$ cat src/rtl/axi_lite_arbiter_2to1.sv
// Two-master to one-slave AXI-Lite arbiter. Read and write channels arbitrate
// independently with round-robin priority and one outstanding transaction each.
module axi_lite_arbiter_2to1 #(
  parameter int ADDR_W = 32,
  parameter int DATA_W = 32
) (
  input  logic                clk,
  input  logic                rst,
  // master 0 (instruction fetch)
  input  logic                s0_arvalid,
  output logic                s0_arready,
  input  logic [ADDR_W-1:0]   s0_araddr,
  output logic                s0_rvalid,
  input  logic                s0_rready,
  output logic [DATA_W-1:0]   s0_rdata,
  output logic [1:0]          s0_rresp,
  input  logic                s0_awvalid,
  output logic                s0_awready,
  input  logic [ADDR_W-1:0]   s0_awaddr,
  input  logic                s0_wvalid,
  output logic                s0_wready,
  input  logic [DATA_W-1:0]   s0_wdata,
  input  logic [DATA_W/8-1:0] s0_wstrb,
  output logic                s0_bvalid,
  input  logic                s0_bready,
  output logic [1:0]          s0_bresp,
  // master 1 (data)
  input  logic                s1_arvalid,
  output logic                s1_arready,
  input  logic [ADDR_W-1:0]   s1_araddr,
  output logic                s1_rvalid,
  input  logic                s1_rready,
  output logic [DATA_W-1:0]   s1_rdata,
  output logic [1:0]          s1_rresp,
  input  logic                s1_awvalid,
  output logic                s1_awready,
  input  logic [ADDR_W-1:0]   s1_awaddr,
  input  logic                s1_wvalid,
  output logic                s1_wready,
  input  logic [DATA_W-1:0]   s1_wdata,
  input  logic [DATA_W/8-1:0] s1_wstrb,
  output logic                s1_bvalid,
  input  logic                s1_bready,
  output logic [1:0]          s1_bresp,
  // memory slave
  output logic                m_arvalid,
  input  logic                m_arready,
  output logic [ADDR_W-1:0]   m_araddr,
  input  logic                m_rvalid,
  output logic                m_rready,
  input  logic [DATA_W-1:0]   m_rdata,
  input  logic [1:0]          m_rresp,
  output logic                m_awvalid,
  input  logic                m_awready,
  output logic [ADDR_W-1:0]   m_awaddr,
  output logic                m_wvalid,
  input  logic                m_wready,
  output logic [DATA_W-1:0]   m_wdata,
  output logic [DATA_W/8-1:0] m_wstrb,
  input  logic                m_bvalid,
  output logic                m_bready,
  input  logic [1:0]          m_bresp
);
  typedef enum logic [1:0] {R_IDLE, R_ADDR, R_DATA} r_state_t;
  typedef enum logic [1:0] {W_IDLE, W_ADDR, W_DATA, W_RESP} w_state_t;

  r_state_t            r_state;
  logic                r_gnt, r_ptr, r_win, r_hs;
  logic [ADDR_W-1:0]   r_addr;
  w_state_t            w_state;
  logic                w_gnt, w_ptr, w_win, w_hs;
  logic [ADDR_W-1:0]   w_addr;
  logic                r_idle, r_data, w_idle, w_data, w_resp;

  // Everything is forced quiet while rst is high, even before the state register clears.
  assign r_idle = !rst && (r_state == R_IDLE);
  assign r_data = !rst && (r_state == R_DATA);
  assign w_idle = !rst && (w_state == W_IDLE);
  assign w_data = !rst && (w_state == W_DATA);
  assign w_resp = !rst && (w_state == W_RESP);

  // ---------------- read channel ----------------
  assign r_win      = (s0_arvalid && s1_arvalid) ? r_ptr : s1_arvalid;
  assign s0_arready = r_idle && s0_arvalid && !r_win;
  assign s1_arready = r_idle && s1_arvalid &&  r_win;
  assign r_hs       = s0_arready || s1_arready;

  always_ff @(posedge clk) begin
    if (rst) begin
      r_state <= R_IDLE;
      r_gnt   <= 1'b0;
      r_ptr   <= 1'b0;
      r_addr  <= '0;
    end else begin
      case (r_state)
        R_IDLE: if (r_hs) begin
          r_addr  <= r_win ? s1_araddr : s0_araddr;
          r_gnt   <= r_win;
          r_ptr   <= !r_win;
          r_state <= R_ADDR;
        end
        R_ADDR:  if (m_arready) r_state <= R_DATA;
        R_DATA:  if (m_rvalid && m_rready) r_state <= R_IDLE;
        default: r_state <= R_IDLE;
      endcase
    end
  end

  assign m_arvalid = !rst && (r_state == R_ADDR);
  assign m_araddr  = r_addr;
  assign m_rready  = r_data && (r_gnt ? s1_rready : s0_rready);
  assign s0_rvalid = r_data && !r_gnt && m_rvalid;
  assign s1_rvalid = r_data &&  r_gnt && m_rvalid;
  assign s0_rdata  = m_rdata;
  assign s1_rdata  = m_rdata;
  assign s0_rresp  = m_rresp;
  assign s1_rresp  = m_rresp;

  // ---------------- write channel ----------------
  assign w_win      = (s0_awvalid && s1_awvalid) ? w_ptr : s1_awvalid;
  assign s0_awready = w_idle && s0_awvalid && !w_win;
  assign s1_awready = w_idle && s1_awvalid &&  w_win;
  assign w_hs       = s0_awready || s1_awready;

  always_ff @(posedge clk) begin
    if (rst) begin
      w_state <= W_IDLE;
      w_gnt   <= 1'b0;
      w_ptr   <= 1'b0;
      w_addr  <= '0;
    end else begin
      case (w_state)
        W_IDLE: if (w_hs) begin
          w_addr  <= w_win ? s1_awaddr : s0_awaddr;
          w_gnt   <= w_win;
          w_ptr   <= !w_win;
          w_state <= W_ADDR;
        end
        W_ADDR:  if (m_awready) w_state <= W_DATA;
        W_DATA:  if (m_wvalid && m_wready) w_state <= W_RESP;
        W_RESP:  if (m_bvalid && m_bready) w_state <= W_IDLE;
        default: w_state <= W_IDLE;
      endcase
    end
  end

  assign m_awvalid = !rst && (w_state == W_ADDR);
  assign m_awaddr  = w_addr;
  assign m_wvalid  = w_data && (w_gnt ? s1_wvalid : s0_wvalid);
  assign m_wdata   = w_gnt ? s1_wdata : s0_wdata;
  assign m_wstrb   = w_gnt ? s1_wstrb : s0_wstrb;
  assign s0_wready = w_data && !w_gnt && m_wready;
  assign s1_wready = w_data &&  w_gnt && m_wready;
  assign m_bready  = w_resp && (w_gnt ? s1_bready : s0_bready);
  assign s0_bvalid = w_resp && !w_gnt && m_bvalid;
  assign s1_bvalid = w_resp &&  w_gnt && m_bvalid;
  assign s0_bresp  = m_bresp;
  assign s1_bresp  = m_bresp;
endmodule

$ cat config.mk
export PLATFORM = sky130hd
export DESIGN_NAME = axi_lite_arbiter_2to1
export DESIGN_NICKNAME = d
export VERILOG_FILES = /design/src/rtl/axi_lite_arbiter_2to1.sv
export SDC_FILE = /design/constraint.sdc
export NUM_CORES = 1
export LEC_CHECK = 0
export ABC_AREA = 1
export BUFFER_PORTS_ARGS = -buffer_cell sky130_fd_sc_hd__buf_2
export CORE_AREA = 2 2 170 172
export CTS_CLUSTER_DIAMETER = 100
export DETAILED_ROUTE_END_ITERATION = 12
export DIE_AREA = 0 0 172 174
export GPL_TIMING_DRIVEN = 0
export PLACE_DENSITY = 0.41
export SLEW_MARGIN = 10
export SYNTH_ARGS = -nofsm -noshare
export SYNTH_HDL_FRONTEND = slang
export SYNTH_SLANG_ARGS = --single-unit
export TNS_END_PERCENT = 20
$ cat constraint.sdc
create_clock -name clk -period 3.15 [get_ports clk]
set_input_delay 0.63 -clock clk [delete_from_list [all_inputs] [get_ports clk]]
set_output_delay 0.63 -clock clk [all_outputs]
set_load 0.05 [all_outputs]
==> impl_metrics.ini, run 1 <==
[power_and_ir_drop]
power_uw = 4470
irDropWorstVdd_mv = 0.280
powerDensity_mw_per_mm2 = 633
p_leak_uw = 0.00368

[timing]
fin_setup_tns_ps = 0
rsz0062_at_grt = no
setup_viol = 0
tightestPinTransition_ps = 770
fmax_mhz = 365
worst_clock_skew_ps = 7.23
slew_viol_final = 0
fin_crit_sh_pct = 86.9
finalHoldViolCount = 0
period_minus_slack_ps = 2740
relSlewSlack_pct = 48.7

[clock_tree]
cts_root_buffer = clkbuf_16
clk_latency_ps = 340
cts_sinks = 72
cts_resized = 0
clk_pin_slew_ps = 60
cts_made_buffers = 9
clk_path_buf_depth = 2
postCtsHoldBufs = 0
cts_setup_buffers = 0
htreeDepth = 3
cts_tree = built

[setup_path]
arrival_ps = 2110
critPathLaunch = w_gnt
slowest_delay_ps = 470
cp_max_fo = 10
critPathCaptureType = primary output
rrSetupSlack_ps = 1410
startpoint_type = flop
crit_type = reg2out
regToRegStartpoint = w_state[0]
critical_path.slowest_cell = dfxtp_1
crit-reg2reg-capture = m_awaddr[14]
rr_worst_depth = 7
cp.required_ps = 2520
path_cells = buf_2, buf_1, nand2_1, nand2_1, buf_2

[placed_design]
place_congestion = 0.789
dp.cells = 1415
hpwl_um = 18100
port_buffers = 402

[finish]
final_common_cell = buf_2
final_cell_count_no_fill = 1433
nets = 1299
final_util_pct = 25.0
most-common-layout-cells = buf_2, nand2_1, buf_4
syn2layout_area_growth_pct = 66.4
drive_gt1_share_pct = 50.2

[floorplanning]
die_w_um = 172
coreArea_mm2 = 0.0282
num_rows = 62
initial_utilization_pct = 15.0
dieHeight_um = 174
die_area_mm2 = 0.0299
pin_count = 440

[hold_path]
hold_end = r_ptr
min_from = r_ptr
hold_path.class = reg2reg
whs_path_depth = 2

[global_route]
grt_max_degree = 13
antenna_found_initial = 4
grt_pass1_wl_um = 30900
grt_overflow = 0
grt_pass1_vias = 5297
gr-usage-all-layers_pct = 13.7

[logic_synthesis]
syn_area_mm2 = 0.00425
syn_inst = 629
yosysWarnings = 0
syn_area_per_cell_um2 = 6.75
synth_top_cell_area_share_pct = 33.9
netlist_top_cells_area = dfxtp_1, nand2_1, buf_4, a31oi_1, buf_6
synthesis.nets = 886
ys_types = 32
ys_seq_area_share_pct = 33.9
ys_ff_latch = 72
synth.largest_area_cell = dfxtp_1

[route]
wl_per_cell_um = 15.0
drt_wl_total_um = 21500
dr_total_vias = 5426
drt_first_pass_iters = 4
avgViaCountPerCell = 3.79
drt_iter0_drc = 152
ant_nets = 0
drc = 0

[run]
cap_viol_max_count = 0

[run_status]
status = finished clean
==> worst max-delay path: cells and delay by family, from the launching register on <==
family / cells / cell delay [ps]
simple gates: 2 / 320
flops: 1 / 470
buf+inv: 3 / 970
==> cell families (layout without fill, tap and decap cells) <==
kind of cell	Yosys count	in the layout	share of synthesized area (%)
AO/OA/AOI/OAI	73	73	11.5
adder cells (fa/ha/maj)	4	4	1.18
buffers and inverters	127	545	20.0
flip-flops	72	72	33.9
multiplexers	1	1	0.236
other	0	2	0
AND/OR/NAND/NOR	352	352	33.1
==> sequential cells by signal, summed over array words and instances (netlist names) <==
signal and count:
w_state 2, r_state 2, r_gnt 1, m_awaddr 32, r_ptr 1, m_araddr 32
w_ptr 1, w_gnt 1
==> worst max path at each step <==
stage	cells after the start	end	slack, ps
global placement	4	s1_bvalid	520
floorplan	3	s1_bvalid	20
global route	5	m_wdata[15]	230
detailed placement	4	s1_bvalid	480
CTS	5	m_wdata[15]	270
finish	5	m_wdata[15]	410
==> layout make-up <==
cell class | instances | area, um2
timing repair buffer | 402 | 2010
sequential | 72 | 1440
multi-input combinational | 430 | 1950
tap | 384 | 480
clock inverter | 5 | 80.1
buffer | 108 | 771
inverter | 19 | 80.1
fill | 3316 | 21200
clock buffer | 11 | 243
antenna | 2 | 5.00
==> report_power, final <==
group / switching [uW] / internal [uW] / total [uW]
logic: 1650 / 587 / 2230
registers: 70.1 / 1030 / 1100
clock network: 423 / 715 / 1140
==> synthesized netlist by cell type, drive strengths merged <==
library cell and instances:
nand2 318, buf 96, dfxtp 72, a31oi 64, inv 18, nor2 16, clkbuf 12, nand3 6
nor4 5, ha 4, a21oi 3, and2 3, a211oi 2, nand4 2, o21ai 2, a31o 1
clkinv 1, mux2i 1, nor3 1, o31ai 1, or2 1
==> per-stage QoR <==
stage               hold WS, ps  instance area, um2  setup slack (ps)
floorplan                   440                4250              24.4
global placement            461                6740               517
detailed placement          454                6740               482
CTS                         462                7060               265
global route                474                7060               229
finish                      460                7070               412
==> per-layer routing <==
layer	vias up	wire, um	GRT usage (%)
met3	25	1990	4.12
li1	2771	-	-
met1	2389	8390	15.3
met5	-	13	0
met4	2	368	4.06
met2	239	10800	24.7
Power figures use the tool's default switching activity.
==> run 2, diff against run 1 <==
CTS_BUF_LIST = sky130_fd_sc_hd__clkbuf_8   (was not set)
==> run 2 against run 1 <==
Register-to-register slack is essentially flat. Critical path depth is the same. Power shrank 6.3%. Critical endpoint unchanged. Largest cell class unchanged.
==> impl_metrics.ini, run 2 (same netlist as run 1, synthesis figures left out) <==
[power_and_ir_drop]
clkPwrFrac_pct = 20.5
combPwrFrac_pct = 53.3
powerDensity_mw_per_mm2 = 602
p_leak_uw = 0.00363
irDropWorstVdd_mv = 0.222
internal-power_uw = 2080
switchingPower_uw = 2110
power_uw = 4190
swShare_pct = 50.4
pwr-share-seq_pct = 26.2

[placed_design]
pre_cts_slack_ps = 482
dpl_cell_area_mm2 = 0.00674
port_buffers = 402
place_congestion = 0.789
hpwl_um = 18100

[setup_path]
critPathLaunch = w_gnt
slowest_delay_ps = 470
critical_path.slowest_cell = dfxtp_1
cp.required_ps = 2520
path_cells = buf_2, buf_1, nand2_1, nand2_1, buf_2
arrival_ps = 2130
critPathCaptureType = primary output
startpoint_type = flop
regToRegStartpoint = w_state[0]
crit_type = reg2out
cp_max_fo = 10

[global_route]
grt_max_degree = 13
antenna_found_initial = 4
grt_pass1_vias = 5315
gr-usage-all-layers_pct = 13.7
grt_overflow = 0
grt_pass1_wl_um = 30900

[route]
drt_iter0_drc = 162
drc = 0
wl_per_cell_um = 15.0
dr_total_vias = 5421
drt_wl_total_um = 21500
avgViaCountPerCell = 3.78
drt_first_pass_iters = 4
ant_nets = 0

[floorplanning]
dieHeight_um = 174
die_area_mm2 = 0.0299
pin_count = 440
initial_utilization_pct = 15.0
die_w_um = 172
num_rows = 62
coreArea_mm2 = 0.0282

[clock_tree]
cts_setup_buffers = 0
cts_made_buffers = 9
cts_resized = 0
clk_path_buf_depth = 2
cts_sinks = 72
postCtsHoldBufs = 0
clk_pin_slew_ps = 90
cts_tree = built
cts_root_buffer = clkbuf_8
htreeDepth = 3
clk_latency_ps = 380

[run]
cap_viol_max_count = 0

[finish]
nets = 1299
drive_gt1_share_pct = 50.2
final_util_pct = 24.7
final_common_cell = buf_2
syn2layout_area_growth_pct = 64.0
most-common-layout-cells = buf_2, nand2_1, buf_4
design_area_mm2 = 0.00697
fillers = 3322

[timing]
finalHoldViolCount = 0
worst_slack_ps = 394
fin_setup_tns_ps = 0
fin_crit_sh_pct = 87.5
setup_viol = 0
worst_clock_skew_ps = 12.1
rsz0062_at_grt = no
slew_viol_final = 0
period_minus_slack_ps = 2760
relSlewSlack_pct = 48.8
fmax_mhz = 363
tightestPinTransition_ps = 768

[run_status]
status = finished clean

[hold_path]
min_from = m_arready
hold_path.class = in2reg
[run 2: cell count changes in the layout (fill, tap and decap cells not counted)]
cell,change
inv_1,+1
clkbuf_16,-9
clkbuf_1,-1
clkbuf_8,+9
[run 2: layout make-up]
type / instances / area, um2 / area share, %
Clock inverter: 6 / 83.8 / 1.20
Antenna cell: 2 / 5.00 / 0.0719
Multi-Input combinational cell: 430 / 1950 / 28.1
Buffer: 108 / 771 / 11.1
Sequential cell: 72 / 1440 / 20.7
Inverter: 19 / 80.1 / 1.15
Clock buffer: 10 / 138 / 1.98
Timing Repair Buffer: 402 / 2010 / 28.9
Tap cell: 384 / 480 / 6.90
[run 2: metal layers]
| metal | GRT usage, % | vias to the layer above | part of all wire, % |
|---|---|---|---|
| met4 | 4.55 | 2 | 2.1 |
| met5 | 0 | - | 0.060 |
| li1 | - | 2771 | - |
| met3 | 4.19 | 29 | 9.1 |
| met1 | 15.2 | 2380 | 39 |
| met2 | 24.6 | 239 | 50 |
[run 2: power by group through the flow]
stage | clock [uW] | combinational, uW | sequential (uW)
3_3_place_gp | 0 | 2270 | 1120
2_1_floorplan | 0 | 1300 | 1440
4_1_cts | 913 | 2270 | 1100
3_5_place_dp | 0 | 2270 | 1120
6_report | 860 | 2230 | 1100
5_1_grt | 943 | 2410 | 1110
[run 2: worst paths after layout]
path	endpoint	slack (ps)	depth (start not counted)
worst max-delay path	m_wdata[15]	390	5
worst min-delay path	r_state[0]	450	2
worst max register to register	m_awaddr[14]	1410	7
worst min register to register	r_ptr	470	2
[run 2: critical path, delay by kind of cell (launching register included)]
kind                   cells  cell delay [ps]
buffers and inverters      3              970
AND/OR/NAND/NOR            2              320
flip-flops                 1              470
[run 2: metrics by stage]
step	hold WS [ps]	instances
finish	455	1433
global route	426	1431
CTS	404	1431
detailed placement	454	1415
global placement	461	1415
floorplan	440	629
==> run 3, diff against run 2 <==
ABC_AREA = not set   (was 1)
CORE_AREA = 2 2 172 174   (was 2 2 170 172)
DIE_AREA = 0 0 174 176   (was 0 0 172 174)
PLACE_DENSITY = 0.39   (was 0.41)
==> run 3 against run 2 <==
Routed wire length rose by 0.81%. Core utilization is 1.5 points lower. Worst hold slack gained 7.4 ps. Clock skew down 3.5 ps. Sequential power about the same. Sequential share of layout area rose by 1.1 points. Via count shrank 11%. Clock power is 4.7% higher. Power shrank 3.0%. Non-clock buffer count is 1 lower. Global-route usage is 0.48 points lower. Largest cell class unchanged.
==> impl_metrics.ini, run 3 <==
[logic_synthesis]
netlist_top_cells_area = dfxtp_1, a222oi_1, buf_4, mux2_2, nor2_1
ys_types = 35
syn_area_per_cell_um2 = 9.54
synth.largest_area_cell = dfxtp_1
synthFlopType = dfxtp_1
ys_seq_area_share_pct = 37.2
synthesis.nets = 663
ys_ff_latch = 72
synth_edf_count = 0
yosysWarnings = 0
synth_common_cells = buf_4, dfxtp_1, nor2_1
synthArstFlopShare_pct = 0
synth_top_cell_area_share_pct = 37.2
syn_area_mm2 = 0.00387
syn_inst = 406

[clock_tree]
postCtsHoldBufs = 0
cts_made_buffers = 9
htreeDepth = 3
clk_latency_ps = 350
cts_resized = 0
clk_pin_slew_ps = 90
cts_tree = built
cts_root_buffer = clkbuf_8
clk_path_buf_depth = 2
cts_setup_buffers = 0
cts_sinks = 72

[global_route]
grt_max_degree = 13
grt_pass1_wl_um = 30200
antenna_found_initial = 3
grt_pass1_vias = 4732
grt_overflow = 0
gr-usage-all-layers_pct = 13.2

[floorplanning]
die_w_um = 174
num_rows = 62
dieHeight_um = 176
coreArea_mm2 = 0.0285
die_area_mm2 = 0.0306
initial_utilization_pct = 13.6
pin_count = 440

[route]
drc = 0
drt_first_pass_iters = 7
avgViaCountPerCell = 3.98
ant_nets = 0
dr_total_vias = 4811
drt_iter0_drc = 427
wl_per_cell_um = 17.9
drt_wl_total_um = 21700

[finish]
final_common_cell = buf_2
fillers = 3233
most-common-layout-cells = buf_2, buf_4, dfxtp_1
nets = 1077
seq_area_mm2 = 0.00144
drive_gt1_share_pct = 67.0
final_util_pct = 23.2
multi_input_area_mm2 = 0.00169
syn2layout_area_growth_pct = 70.8

[run_status]
status = finished clean

[setup_path]
crit_top_cell = buf_2
critPathTopFamily = buffers and inverters
path_buf_inv = 3
critical_path.slowest_cell = a211oi_2
arrival_ps = 2250
crit_type = reg2out
crit-reg2reg-capture = m_awaddr[19]
cp.required_ps = 2520
startpoint_type = flop
slowest_delay_ps = 410
rrSetupSlack_ps = 1190
rr_worst_depth = 7
cp_max_fo = 10
path_depth = 6
path_cells = inv_1, ha_1, nand2_1, a211oi_2, buf_2, buf_2
critPathCaptureType = primary output
regToRegStartpoint = w_state[1]

[hold_path]
hold_path.class = in2reg
min_from = m_arready
whs_path_depth = 2
hold_end = r_state[0]

[power_and_ir_drop]
p_leak_uw = 0.00341
irDropWorstVdd_mv = 0.246
powerDensity_mw_per_mm2 = 615

[placed_design]
place_congestion = 0.788
port_buffers = 403
hpwl_um = 18300

[run]
cap_viol_max_count = 0

[timing]
finalHoldViolCount = 0
fmax_mhz = 347
fin_hold_ws_ps = 462
period_minus_slack_ps = 2880
tightestPinTransition_ps = 813
relSlewSlack_pct = 45.8
setup_viol = 0
slew_viol_final = 0
worst_clock_skew_ps = 8.62
fin_crit_sh_pct = 91.5
rsz0062_at_grt = no
fin_setup_tns_ps = 0
## run 3: worst max-delay path by stage
stage	start	end	slack, ps
final	w_state[1]	s0_awready	270
after global placement	rst	w_gnt	450
after CTS	w_state[1]	s0_awready	210
after detailed placement	rst	m_bready	410
after floorplan	rst	m_wvalid	350
after global routing	w_state[1]	s0_awready	70
## run 3: kinds of logic (layout without fill, tap and decap cells)
logic type                 count (synthesis)  count (layout)  share of synthesized area [%]
adders and majority gates                  4               4                           1.29
muxes                                     39              39                           11.2
buffers and inverters                    112             531                           19.2
AOI/OAI and AO/OA                         83              83                           20.0
other                                      0               1                              0
DFF                                       72              72                           37.2
and+or+nand+nor                           96              96                           11.0
## run 3: layout make-up
cell class | count | share of cell area, %
tap | 384 | 7.27
inverter | 6 | 0.341
sequential | 72 | 21.8
antenna | 1 | 0.0379
timing repair buffer | 403 | 30.5
buffer | 106 | 10.9
multi-input combinational | 222 | 25.5
clock buffer | 12 | 2.50
clock inverter | 4 | 1.14
## run 3: metrics by stage
stage | instances | instance area, um2 | worst slack, ps | total power [uW]
finish | 1210 | 6610 | 266 | 4060
global route | 1209 | 6610 | 73.6 | 4290
CTS | 1209 | 6610 | 209 | 4130
detailed placement | 1193 | 6370 | 412 | 3200
global placement | 1193 | 6370 | 447 | 3210
floorplan | 406 | 3870 | 345 | 2620
## run 3: where the power goes
part | internal [uW] | switching (uW) | total (uW)
Clock | 512 | 389 | 900
Sequential | 1030 | 73.8 | 1110
Combinational | 629 | 1430 | 2060
## run 3: layer usage
layer	part of all wire (%)	vias to the layer above	track usage [%]
met2	53	274	24.8
met5	0	-	0
met4	0.63	0	2.21
li1	-	2293	-
met1	38	2235	15.2
met3	8.2	9	3.51
